[config.mk]
export PLATFORM = sky130hd
export DESIGN_NAME = mul_div_unit
export DESIGN_NICKNAME = d
export VERILOG_FILES = /design/src/rtl/mul_div_unit.sv
export SDC_FILE = /design/constraint.sdc
export NUM_CORES = 1
export LEC_CHECK = 0
export BUFFER_PORTS_ARGS = -buffer_cell sky130_fd_sc_hd__buf_2
export CORE_AREA = 3 3 84 86
export CTS_CLUSTER_SIZE = 25
export DETAILED_ROUTE_END_ITERATION = 12
export DIE_AREA = 0 0 87 89
export PLACE_DENSITY = 0.89
export SETUP_SLACK_MARGIN = 0.4
export SYNTH_ARGS = -nofsm -noshare
export SYNTH_HDL_FRONTEND = slang
export SYNTH_SLANG_ARGS = --single-unit
[constraint.sdc]
create_clock -name clk -period 3.3 [get_ports clk]
set_input_delay 0.33 -clock clk [delete_from_list [all_inputs] [get_ports clk]]
set_output_delay 0.33 -clock clk [all_outputs]
set_load 0.02 [all_outputs]
[src/rtl/mul_div_unit.sv]
// mul_div_unit: iterative 16-bit unsigned multiply/divide unit.
// Accepts two operands and a destination register index, runs a fixed
// WIDTH-iteration shift-add multiply or restoring divide, then issues a
// single register-file write-back pulse. busy stalls the core meanwhile.
// Build option: define MULDIV_DIV_EN to compile in the divider datapath;
// without it, DIV/REM keep the same timing but write back zero.

module mul_div_unit #(
  parameter int WIDTH = 16
) (
  input  logic             clk,
  input  logic             rst,
  input  logic             start,
  input  logic [1:0]       op,
  input  logic [3:0]       dst_addr,
  input  logic [WIDTH-1:0] opnd_a,
  input  logic [WIDTH-1:0] opnd_b,
  output logic             busy,
  output logic             w_en,
  output logic [3:0]       addr_c,
  output logic [WIDTH-1:0] data_c,
  output logic             done
);

  localparam int CW = $clog2(WIDTH);
  localparam logic [CW-1:0] LAST = CW'(WIDTH - 1);

  typedef enum logic [1:0] {
    IDLE,
    RUN,
    WB
  } state_t;

  state_t state, next_state;

  logic [CW-1:0]      count;
  logic [1:0]         op_q;
  logic [3:0]         dst_q;
  logic [WIDTH-1:0]   a_q;
  logic [2*WIDTH-1:0] prod;
  logic [WIDTH:0]     mul_sum;
  logic [WIDTH-1:0]   result;
  logic               accept;

`ifdef MULDIV_DIV_EN
  logic [WIDTH-1:0]   b_q;
  logic [WIDTH-1:0]   rem_q;
  logic [WIDTH-1:0]   quo_q;
  logic               partial_hi;
  logic [WIDTH-1:0]   partial_lo;
  logic               div_ge;
  logic [WIDTH-1:0]   rem_next;
`endif

  assign accept = (state == IDLE) && start;

  // Shift-add step: add the multiplicand into the upper half when the
  // current multiplier bit (LSB of the product register) is set.
  always_comb begin
    mul_sum = {1'b0, prod[2*WIDTH-1:WIDTH]} + (prod[0] ? {1'b0, a_q} : '0);
  end

`ifdef MULDIV_DIV_EN
  // Restoring-divide step on the (WIDTH+1)-bit partial remainder formed by
  // shifting in the next dividend bit; its top bit alone means partial >= divisor.
  always_comb begin
    partial_hi = rem_q[WIDTH-1];
    partial_lo = {rem_q[WIDTH-2:0], quo_q[WIDTH-1]};
    div_ge     = partial_hi | (partial_lo >= b_q);
    rem_next   = div_ge ? (partial_lo - b_q) : partial_lo;
  end
`endif

  // State register; reset aborts any operation in flight.
  always_ff @(posedge clk or posedge rst) begin
    if (rst) state <= IDLE;
    else     state <= next_state;
  end

  // Next-state logic: IDLE -> RUN on start, RUN for WIDTH cycles, one WB cycle.
  always_comb begin
    next_state = state;
    case (state)
      IDLE:    if (start) next_state = RUN;
      RUN:     if (count == LAST) next_state = WB;
      WB:      next_state = IDLE;
      default: next_state = IDLE;
    endcase
  end

  // Operand capture at acceptance and one arithmetic iteration per RUN cycle.
  always_ff @(posedge clk or posedge rst) begin
    if (rst) begin
      count <= '0;
      op_q  <= '0;
      dst_q <= '0;
      a_q   <= '0;
      prod  <= '0;
`ifdef MULDIV_DIV_EN
      b_q   <= '0;
      rem_q <= '0;
      quo_q <= '0;
`endif
    end else if (accept) begin
      count <= '0;
      op_q  <= op;
      dst_q <= dst_addr;
      a_q   <= opnd_a;
      prod  <= {{WIDTH{1'b0}}, opnd_b};
`ifdef MULDIV_DIV_EN
      b_q   <= opnd_b;
      rem_q <= '0;
      quo_q <= opnd_a;
`endif
    end else if (state == RUN) begin
      count <= count + CW'(1);
      prod  <= {mul_sum, prod[WIDTH-1:1]};
`ifdef MULDIV_DIV_EN
      rem_q <= rem_next;
      quo_q <= {quo_q[WIDTH-2:0], div_ge};
`endif
    end
  end

  // Select the requested result half / quotient / remainder.
  always_comb begin
    result = '0;
    case (op_q)
      2'b00:   result = prod[WIDTH-1:0];
      2'b01:   result = prod[2*WIDTH-1:WIDTH];
`ifdef MULDIV_DIV_EN
      2'b10:   result = quo_q;
      2'b11:   result = rem_q;
`else
      2'b10:   result = '0;
      2'b11:   result = '0;
`endif
      default: result = '0;
    endcase
  end

  // Outputs are zero outside WB so the register file never sees a stray write.
  always_comb begin
    busy   = (state != IDLE);
    w_en   = 1'b0;
    done   = 1'b0;
    addr_c = '0;
    data_c = '0;
    if (state == WB) begin
      w_en   = 1'b1;
      done   = 1'b1;
      addr_c = dst_q;
      data_c = result;
    end
  end

endmodule

==> flow_metrics.py, run 1 <==
metrics = {
    "sta": {
        "maxSlewViolCount": 0,
        "setup_viol_count_final": 0,
        "worstMarginPinSlew_ns": 0.993,
        "fmax_mhz": 383,
        "holdWs_ns": 0.0639,
        "slew_headroom_pct": 33.8,
        "rsz0062_at_grt": "false",
        "fin_crit_ns": 2.61,
        "clock_skew_ns": 0.0153,
        "finalHoldViolations": 0,
        "fin_crit_sh_pct": 79.2,
        "finalSetupTns_ns": 0,
    },
    "critical_path": {
        "end_kind": "register",
        "crit_start": "prod[0]",
        "r2r_end": "prod[27]",
        "crit_end": "prod[27]",
        "r2r_setup_slack_ns": 0.69,
        "critPathRequiredTime_ns": 3.56,
        "worstSetupPathType": "register to register",
        "arrival_ns": 2.87,
        "worst-path-max-fanout": 18,
        "reg2reg_depth": 10,
        "crit_path_start_kind": "register",
        "r2r-start": "prod[0]",
    },
    "cts": {
        "cts_hold_buffers": 0,
        "cts_sinks": 60,
        "clockRootBuffer": "clkbuf_8",
        "post_cts_buffers": 0,
        "cts_tree": "yes",
        "h-tree-depth": 3,
        "ctsResizeCount": 0,
        "clkTransAtPathRegs_ns": 0.08,
        "numCtsBuffers": 9,
        "clk_path_buf_depth": 2,
        "clock_latency_ns": 0.35,
    },
    "synthesis": {
        "ys.flop_type": "dfrtp_1",
        "yosysWarnings": 0,
        "syn_area_um2": 3500,
        "async_flop_share_pct": 100,
        "yosysTopAreaCell": "dfrtp_1",
        "synth_edf_count": 0,
        "syn_avg_cell_area_um2": 8.71,
        "synth.yosys.seq_area_share_pct": 42.9,
        "synth_fp_nets": 461,
        "yosys-top-cells-area": "dfrtp_1, nand2_1, ha_1",
        "netlist.area_leader.share_pct": 42.9,
        "synthCells": 402,
        "ys_types": 47,
        "ys_seq_elements": 60,
    },
    "grt": {
        "grt_pass1_wl_um": 14400,
        "grt_max_degree": 41,
        "overflow": 0,
        "grtUsageTotal_pct": 23.9,
        "grt_pass1_vias": 2969,
        "antenna_found_initial": 0,
    },
    "detailed_routing": {
        "wl_met3_um": 534,
        "wl_um": 8710,
        "dr.pass1.iters": 4,
        "drcViolationCount": 0,
        "m1WireLength_um": 3850,
        "vias": 3072,
        "wl_met2_um": 4180,
        "drt-initial-drc-count": 251,
        "wire_per_inst_um": 16.1,
        "ant_nets": 0,
        "maxUsedRoutingLayer": "met4",
        "viasPerCell": 5.67,
    },
    "power_and_ir_drop": {
        "p_comb_share_pct": 46.2,
        "p_int_w": 0.00210,
        "power.density_nw_per_um2": 925,
        "seq_power_share_pct": 38.7,
        "swShare_pct": 43.5,
        "p_sw_w": 0.00162,
        "power.static_leakage_nw": 2.15,
        "ir_drop_v": 0.000502,
        "clockPowerShare_pct": 15.2,
    },
    "floorplanning": {
        "placeableCoreArea_um2": 6350,
        "pin_count": 64,
        "die_w_um": 87,
        "dieArea_um2": 7740,
        "rows": 29,
        "initial_core_util_pct": 55.1,
        "die_y_um": 89,
    },
    "run": {
        "cap_violations": 0,
    },
    "final_layout": {
        "antenna_cells": 0,
        "multi_input_area_um2": 1860,
        "final_nets": 519,
        "finalNonFillerCells": 542,
        "area_growth_syn_to_layout_pct": 14.9,
        "seqCellArea_um2": 1500,
        "num-fill-cells": 546,
        "drive_gt1_share_pct": 20.4,
    },
    "placed_design": {
        "hpwl_um": 6270,
        "routabilityCongestion": 0.929,
        "dpl.cell_count": 526,
        "io_buffers": 63,
    },
    "outcome": {
        "outcome": "finished clean",
    },
    "min_path": {
        "hold_class": "primary input to asynchronous set/reset pin",
    },
}
critical path, cell delays in order (launching register included):
cell       delay, ns
dfrtp_2         0.50
and2_1          0.17
ha_1            0.17
inv_1           0.06
fa_1            0.40
and2b_1         0.23
o2111ai_1       0.16
a211oi_1        0.31
o21ai_0         0.20
xor2_1          0.17
o21ai_0         0.15
synthesized netlist by cell type, types with 2 or more instances:
master and number:
nor2b_1 2, nand2_2 2, xor2_1 7, nand3_1 15, buf_2 2, a31oi_1 4, dfrtp_1 60, clkbuf_8 2
o21ai_0 21, and2_1 21, nand2_1 114, nand2b_1 5, clkbuf_1 16, nand4_1 3, and3_1 4, o2111ai_1 2
ha_1 17, inv_1 6, mux2i_1 17, a21o_1 11, xnor2_1 3, nor2_1 22, a21oi_1 5, a22oi_1 17
or4_1 2
layer usage:
layer | global-route usage (%) | vias up
li1 | - | 1493
met1 | 31.6 | 1470
met2 | 39.1 | 97
met3 | 4.52 | 12
met4 | 9.21 | 0
met5 | 0 | -
worst min path at each step:
stage | to | slack [ns] | cells past startpoint
after global placement | count[0] | 0.44 | 2
final | count[3] | 0.06 | 2
after CTS | count[3] | 0.07 | 2
after detailed placement | count[3] | 0.46 | 2
after floorplan | a_q[0] | 0.44 | 2
after global routing | count[3] | 0.12 | 2
flip-flops by register name (all words and copies together), names as in the netlist:
name / count
prod: 32
state: 2
a_q: 16
op_q: 2
dst_q: 4
count: 4
cell families (layout without fill, tap and decap cells):
family,after synthesis,count (layout),synth area share (%)
flip-flops,60,60,42.9
adder cells (fa/ha/maj),18,18,6.65
XOR/XNOR,10,10,2.50
AO/OA/AOI/OAI,74,74,14.7
AND/OR/NAND/NOR,194,194,24.5
multiplexers,17,17,4.86
buffers and inverters,29,92,3.90
cell type report:
cell class / count / area share (%)
multi-input combinational: 313 / 46.3
sequential: 60 / 37.4
timing repair buffer: 70 / 9.15
clock buffer: 9 / 3.08
tap: 77 / 2.40
clock inverter: 7 / 1.09
inverter: 6 / 0.560
per-stage QoR:
| step | setup slack (ns) | power [W] | utilization [%] | area (µm²) |
|---|---|---|---|---|
| final | 0.687 | 0.00372 | 63.3 | 4020 |
| after global placement | 0.733 | 0.00304 | 60.6 | 3850 |
| after detailed placement | 0.581 | 0.00315 | 60.6 | 3850 |
| after floorplan | 0.798 | 0.00270 | - | 3500 |
| after global routing | 0.438 | 0.00404 | 63.3 | 4020 |
| after CTS | 0.573 | 0.00373 | 63.3 | 4020 |
power by group through the flow:
| stage | Clock [W] | Combinational [W] | Sequential [W] |
|---|---|---|---|
| 2_1_floorplan | 0 | 0.00142 | 0.00128 |
| 3_3_place_gp | 0 | 0.00163 | 0.00141 |
| 3_5_place_dp | 0 | 0.00170 | 0.00145 |
| 4_1_cts | 0.000580 | 0.00172 | 0.00143 |
| 5_1_grt | 0.000611 | 0.00194 | 0.00149 |
| 6_report | 0.000564 | 0.00172 | 0.00144 |
cells in the final DEF (no fill, tap or decap), types with 2 or more instances in the layout:
| cell type | netlist | layout |
|---|---|---|
| mux2i_1 | 17 | 17 |
| nor2_1 | 22 | 22 |
| nand3_1 | 15 | 15 |
| ha_1 | 17 | 17 |
| xnor2_1 | 3 | 3 |
| a22oi_1 | 17 | 17 |
| nand2b_1 | 5 | 5 |
| and2_1 | 21 | 21 |
| o21ai_0 | 21 | 21 |
| clkinv_2 | 0 | 4 |
| o2111ai_1 | 2 | 2 |
| buf_4 | 1 | 7 |
| nand2_2 | 2 | 2 |
| nand2_1 | 114 | 114 |
| xor2_1 | 7 | 7 |
| or4_1 | 2 | 2 |
| a21o_1 | 11 | 11 |
| buf_2 | 2 | 63 |
| inv_1 | 6 | 5 |
| dfrtp_1 | 60 | 59 |
| clkinvlp_4 | 0 | 2 |
| a21oi_1 | 5 | 5 |
| nand4_1 | 3 | 3 |
| clkbuf_8 | 2 | 9 |
| and3_1 | 4 | 4 |
| nor2b_1 | 2 | 2 |
| a31oi_1 | 4 | 4 |
No activity file was read; power rests on OpenSTA's default activity.
==> run 2, diff against run 1 <==
--- a/config.mk
+++ b/config.mk
@@ -5,12 +5,13 @@
 export SDC_FILE = /design/constraint.sdc
 export NUM_CORES = 1
 export LEC_CHECK = 0
+export ABC_AREA = 1
 export BUFFER_PORTS_ARGS = -buffer_cell sky130_fd_sc_hd__buf_2
-export CORE_AREA = 3 3 84 86
+export CORE_AREA = 3 3 91 93
 export CTS_CLUSTER_SIZE = 25
 export DETAILED_ROUTE_END_ITERATION = 12
-export DIE_AREA = 0 0 87 89
-export PLACE_DENSITY = 0.89
+export DIE_AREA = 0 0 94 96
+export PLACE_DENSITY = 0.87
 export SETUP_SLACK_MARGIN = 0.4
 export SYNTH_ARGS = -nofsm -noshare
 export SYNTH_HDL_FRONTEND = slang
==> constraint.sdc (replaced) <==
create_clock -name clk -period 2.29 [get_ports clk]
set_input_delay 0.229 -clock clk [delete_from_list [all_inputs] [get_ports clk]]
set_output_delay 0.229 -clock clk [all_outputs]
set_load 0.02 [all_outputs]
==> flow_metrics.py, run 2 <==
metrics = {
    "outcome": {
        "outcome": "finished clean",
    },
    "detailed_routing": {
        "viasPerCell": 5.48,
        "vias": 3945,
        "wire_per_inst_um": 16.1,
        "wl_met3_um": 842,
        "wl_met2_um": 5710,
        "wl_um": 11600,
        "drcViolationCount": 0,
        "maxUsedRoutingLayer": "met4",
        "dr.pass1.iters": 5,
        "drt-initial-drc-count": 366,
        "ant_nets": 0,
        "m1WireLength_um": 4520,
    },
    "sta": {
        "maxSlewViolCount": 0,
        "rsz0062_at_grt": "true",
        "fin_crit_sh_pct": 83.5,
        "fmax_mhz": 523,
        "slew_headroom_pct": 53.0,
        "fin_ws_ns": 0.378,
        "finalHoldViolations": 0,
        "fin_crit_ns": 1.91,
        "finalSetupTns_ns": 0,
        "clock_skew_ns": 0.0106,
        "setup_viol_count_final": 0,
        "worstMarginPinSlew_ns": 0.704,
    },
    "final_layout": {
        "fin_area_um2": 4950,
        "antenna_cells": 0,
        "fin_util_pct": 65.1,
        "finalNonFillerCells": 720,
        "layout_commonest_cell": "nand2_1",
        "final_cell_mix": "nand2_1, inv_1, buf_2",
        "final_nets": 673,
        "drive_gt1_share_pct": 33.2,
        "num-fill-cells": 599,
        "largest_register_ffs": 32,
        "area_growth_syn_to_layout_pct": 26.7,
        "top_regs": "prod x32, a_q x16",
        "top_register": "prod",
    },
    "placed_design": {
        "dpl.cell_count": 691,
        "place_ws_ns": 0.352,
        "dpl_cell_area_um2": 4250,
        "io_buffers": 63,
        "routabilityCongestion": 1.00,
        "hpwl_um": 7430,
    },
    "grt": {
        "overflow": 0,
        "grtUsageTotal_pct": 24.2,
        "grt_pass1_wl_um": 16900,
        "grt_max_degree": 46,
        "grt_pass1_vias": 3666,
        "antenna_found_initial": 0,
    },
    "cts": {
        "clockRootBuffer": "clkbuf_8",
        "h-tree-depth": 3,
        "cts_sinks": 60,
        "clock_latency_ns": 0.35,
        "clk_path_buf_depth": 2,
        "cts_tree": "yes",
        "numCtsBuffers": 9,
        "clkTransAtPathRegs_ns": 0.08,
    },
    "synthesis": {
        "yosysWarnings": 0,
        "yosys-top-cells-area": "dfrtp_1, nand2_1, inv_1",
        "syn_avg_cell_area_um2": 7.21,
        "yosysMostFrequentCell": "nand2_1",
        "ys.flop_type": "dfrtp_1",
        "synth_common_cells": "nand2_1, inv_1, dfrtp_1",
        "synthCells": 542,
        "ys_types": 34,
        "synth_edf_count": 0,
        "yosysTopAreaCell": "dfrtp_1",
        "netlist.area_leader.share_pct": 38.4,
        "async_flop_share_pct": 100,
        "ys_seq_elements": 60,
        "synth_fp_nets": 601,
        "syn_area_um2": 3910,
        "synth.yosys.seq_area_share_pct": 38.4,
    },
    "power_and_ir_drop": {
        "ir_drop_v": 0.000940,
        "power.static_leakage_nw": 2.65,
        "power.density_nw_per_um2": 1480,
    },
    "critical_path": {
        "end_kind": "register",
        "worstSetupPathType": "register to register",
        "crit_path_start_kind": "register",
        "worst-path-max-fanout": 4,
        "critPathRequiredTime_ns": 2.52,
        "arrival_ns": 2.14,
    },
    "floorplanning": {
        "rows": 32,
        "pin_count": 64,
        "die_w_um": 94,
        "placeableCoreArea_um2": 7610,
        "die_y_um": 96,
        "initial_core_util_pct": 51.4,
        "dieArea_um2": 9020,
    },
    "min_path": {
        "hold_class": "primary input to register",
    },
    "run": {
        "cap_violations": 0,
    },
}
[run 2: cell count changes in the layout (fill, tap and decap cells not counted), moves of 16 or more]
cell | before | now
o21ai_0 | 21 | 3
nand2_1 | 114 | 168
nand3_1 | 15 | 31
mux2i_1 | 17 | 0
inv_2 | 1 | 19
nand2_2 | 2 | 26
inv_1 | 5 | 78
and2_1 | 21 | 1
a22oi_1 | 17 | 0
[run 2: cell type report]
cell class / instances / area, µm² / share of cell area [%]
clock inverters: 3 / 68.8 / 1.39
repair inverters: 3 / 22.5 / 0.455
inverters: 100 / 384 / 7.76
multi-input cells: 362 / 2210 / 44.6
well taps: 102 / 128 / 2.58
repair buffers: 78 / 468 / 9.45
flip-flops and latches: 60 / 1510 / 30.4
clock buffers: 12 / 165 / 3.34
[run 2: what timing repair did]
item	4_1_cts	5_1_grt
hold buffers	1	0
gates resized for setup	13	94
endpoints found under the setup margin	26	33
gates cloned	1	3
buffers inserted	1	8
pin swaps	1	20
endpoints found under the hold margin	25	0
[run 2: layer usage]
layer,global-route usage [%],up-vias
li1,-,1852
met1,29.1,1836
met2,43.4,203
met3,3.67,54
met4,9.75,0
met5,0,-
[run 2: worst paths after layout]
check / to / slack, ns / from / cells after the start
worst max-delay path: prod[19] / 0.38 / prod[0] / 12
max in group asynchronous: prod[27] / 1.13 / rst / 4
min in group asynchronous: prod[11] / 0.55 / rst / 3
worst max register to register: prod[19] / 0.38 / prod[0] / 12
worst min-delay path: a_q[1] / 0.07 / opnd_a[1] / 3
worst min register to register: a_q[13] / 0.48 / a_q[13] / 2
[run 2: logic make-up (layout without fill, tap and decap cells)]
family | Yosys count | count (layout) | synth area share, %
AND/OR/NAND/NOR | 279 | 279 | 29.8
flip-flops | 60 | 60 | 38.4
buffers and inverters | 120 | 196 | 13.4
adder cells (fa/ha/maj) | 18 | 18 | 5.95
AO/OA/AOI/OAI | 65 | 65 | 12.4
[run 2: per-stage QoR]
step | total power [W] | hold slack, ns
5_1_grt | 0.00783 | 0.0780
2_1_floorplan | 0.00450 | 0.339
3_5_place_dp | 0.00519 | 0.367
6_report | 0.00735 | 0.0715
4_1_cts | 0.00644 | 0.0680
3_3_place_gp | 0.00501 | 0.348
[run 2: critical path, cell delays in order, from the launching register on]
cell	delay (ns)
dfrtp_2	0.46
nand2_1	0.07
inv_1	0.04
ha_2	0.17
inv_1	0.09
fa_2	0.21
inv_2	0.05
nand3_2	0.06
nand3_2	0.09
buf_4	0.15
or2_2	0.26
nand3_1	0.07
o21ai_1	0.06
[run 2: power by group]
| group | total, W | internal (W) | switching, W |
|---|---|---|---|
| Combinational | 0.00414 | 0.00161 | 0.00253 |
| Sequential | 0.00205 | 0.00159 | 0.000459 |
| Clock | 0.00116 | 0.000698 | 0.000458 |
==> run 3, diff against run 2 <==
--- a/config.mk
+++ b/config.mk
@@ -5,13 +5,13 @@
 export SDC_FILE = /design/constraint.sdc
 export NUM_CORES = 1
 export LEC_CHECK = 0
-export ABC_AREA = 1
+export ABC_AREA = 0
 export BUFFER_PORTS_ARGS = -buffer_cell sky130_fd_sc_hd__buf_2
-export CORE_AREA = 3 3 91 93
+export CORE_AREA = 3 3 84 86
 export CTS_CLUSTER_SIZE = 25
 export DETAILED_ROUTE_END_ITERATION = 12
-export DIE_AREA = 0 0 94 96
-export PLACE_DENSITY = 0.87
+export DIE_AREA = 0 0 87 89
+export PLACE_DENSITY = 0.89
 export SETUP_SLACK_MARGIN = 0.4
 export SYNTH_ARGS = -nofsm -noshare
 export SYNTH_HDL_FRONTEND = slang
==> constraint.sdc (replaced) <==
create_clock -name clk -period 2 [get_ports clk]
set_input_delay 0.2 -clock clk [delete_from_list [all_inputs] [get_ports clk]]
set_output_delay 0.2 -clock clk [all_outputs]
set_load 0.02 [all_outputs]
==> flow_metrics.py, run 3 (same netlist as run 1, synthesis figures left out) <==
metrics = {
    "floorplanning": {
        "dieArea_um2": 7740,
        "die_y_um": 89,
        "die_w_um": 87,
        "rows": 29,
        "initial_core_util_pct": 55.1,
        "pin_count": 64,
        "placeableCoreArea_um2": 6350,
    },
    "placed_design": {
        "hpwl_um": 6650,
        "dpl.cell_count": 560,
        "dpl_cell_area_um2": 4220,
        "routabilityCongestion": 0.891,
        "io_buffers": 63,
    },
    "critical_path": {
        "crit_path_start_kind": "register",
        "end_kind": "register",
        "critPathRequiredTime_ns": 2.25,
        "reg2reg_depth": 10,
        "arrival_ns": 2.59,
        "crit_start": "prod[0]",
        "r2r-start": "prod[0]",
        "worstSetupPathType": "register to register",
        "worst-path-max-fanout": 3,
    },
    "grt": {
        "antenna_found_initial": 0,
        "grtUsageTotal_pct": 30.4,
        "grt_pass1_wl_um": 17700,
        "grt_max_degree": 40,
        "grt_pass1_vias": 3614,
        "overflow": 0,
    },
    "min_path": {
        "min_path_cells": 3,
        "hold_class": "primary input to register",
        "hold_path.startpoint": "dst_addr[1]",
    },
    "final_layout": {
        "drive_gt1_share_pct": 39.6,
        "multi_input_area_um2": 2340,
        "top_register": "prod",
        "largest_register_ffs": 32,
        "antenna_cells": 0,
        "layout_commonest_cell": "nand2_1",
        "final_cell_mix": "nand2_1, dfrtp_1, buf_2",
        "fin_area_um2": 5140,
        "top_regs": "prod x32, a_q x16",
        "area_growth_syn_to_layout_pct": 46.8,
        "seqCellArea_um2": 1500,
        "final_nets": 566,
        "num-fill-cells": 337,
        "finalNonFillerCells": 589,
    },
    "sta": {
        "fmax_mhz": 427,
        "worstMarginPinSlew_ns": 0.593,
        "rsz0062_at_grt": "true",
        "fin_crit_ns": 2.34,
        "holdWs_ns": 0.0327,
        "fin_ws_ns": -0.344,
        "setup_viol_count_final": 12,
        "finalSetupTns_ns": -2.95,
        "maxSlewViolCount": 0,
        "finalHoldViolations": 0,
        "clock_skew_ns": 0.0122,
        "fin_crit_sh_pct": 117,
        "slew_headroom_pct": 60.4,
    },
    "outcome": {
        "violations": "setup timing",
        "outcome": "finished, violations left",
    },
    "cts": {
        "clock_latency_ns": 0.36,
        "clk_path_buf_depth": 2,
        "h-tree-depth": 3,
        "cts_tree": "yes",
        "clockRootBuffer": "clkbuf_8",
        "clkTransAtPathRegs_ns": 0.08,
        "numCtsBuffers": 9,
        "cts_sinks": 60,
    },
    "detailed_routing": {
        "dr.pass1.iters": 5,
        "wl_um": 12300,
        "vias": 3678,
        "viasPerCell": 6.24,
        "drcViolationCount": 0,
        "drt-initial-drc-count": 392,
        "ant_nets": 0,
        "wire_per_inst_um": 20.9,
    },
    "power_and_ir_drop": {
        "power.static_leakage_nw": 2.51,
        "ir_drop_v": 0.00104,
        "power.density_nw_per_um2": 1690,
    },
    "run": {
        "cap_violations": 0,
    },
}
[run 3: where the power goes]
group | switching [W] | leakage (nW) | total [W] | internal, W
Clock | 0.000514 | 0.122 | 0.00137 | 0.000861
Sequential | 0.000608 | 0.739 | 0.00242 | 0.00181
Combinational | 0.00262 | 1.65 | 0.00487 | 0.00224
[run 3: layer usage]
layer,wire (µm),GRT usage [%]
met5,0,0
met4,664,15.2
met3,1070,5.99
met2,6290,54.2
met1,4280,34.7
[run 3: timing repair]
item                                   CTS  global route
cloned                                   1             1
hold buffers                             1             0
endpoints found under the hold margin   24             0
gates resized for setup                 91            35
setup endpoints to repair               44            75
pin swaps                               28            12
buffers inserted                         3             7
[run 3: area by class of cell]
| cell class | instances | share of cell area [%] |
|---|---|---|
| clock buffers | 10 | 2.68 |
| clock inverters | 6 | 2.17 |
| inverters | 6 | 0.511 |
| multi-input cells | 313 | 45.5 |
| flip-flops and latches | 60 | 29.2 |
| well taps | 77 | 1.87 |
| repair buffers | 117 | 18.1 |
[run 3: final timing paths]
check	to	slack, ns
worst max-delay path	prod[29]	-0.34
worst min-delay path	dst_q[1]	0.03
worst max register to register	prod[29]	-0.34
worst min register to register	dst_q[1]	0.48
max in group asynchronous	op_q[0]	0.97
min in group asynchronous	prod[12]	0.45
[run 3: through the flow]
step / power, W / utilization (%) / setup slack, ns
6_report: 0.00866 / 80.9 / -0.344
5_1_grt: 0.00911 / 80.9 / -0.448
4_1_cts: 0.00778 / 76.9 / -0.242
3_5_place_dp: 0.00587 / 66.4 / -0.297
3_3_place_gp: 0.00567 / 66.4 / -0.213
2_1_floorplan: 0.00467 / - / -0.283
[run 3: critical path: stages, from the launching register on]
cell       delay [ns]
dfrtp_1          0.38
and2_4           0.17
ha_4             0.14
inv_2            0.04
fa_2             0.33
and2b_2          0.26
o2111ai_4        0.16
a2111oi_4        0.40
nor2_1           0.10
xor2_1           0.17
o21ai_1          0.08
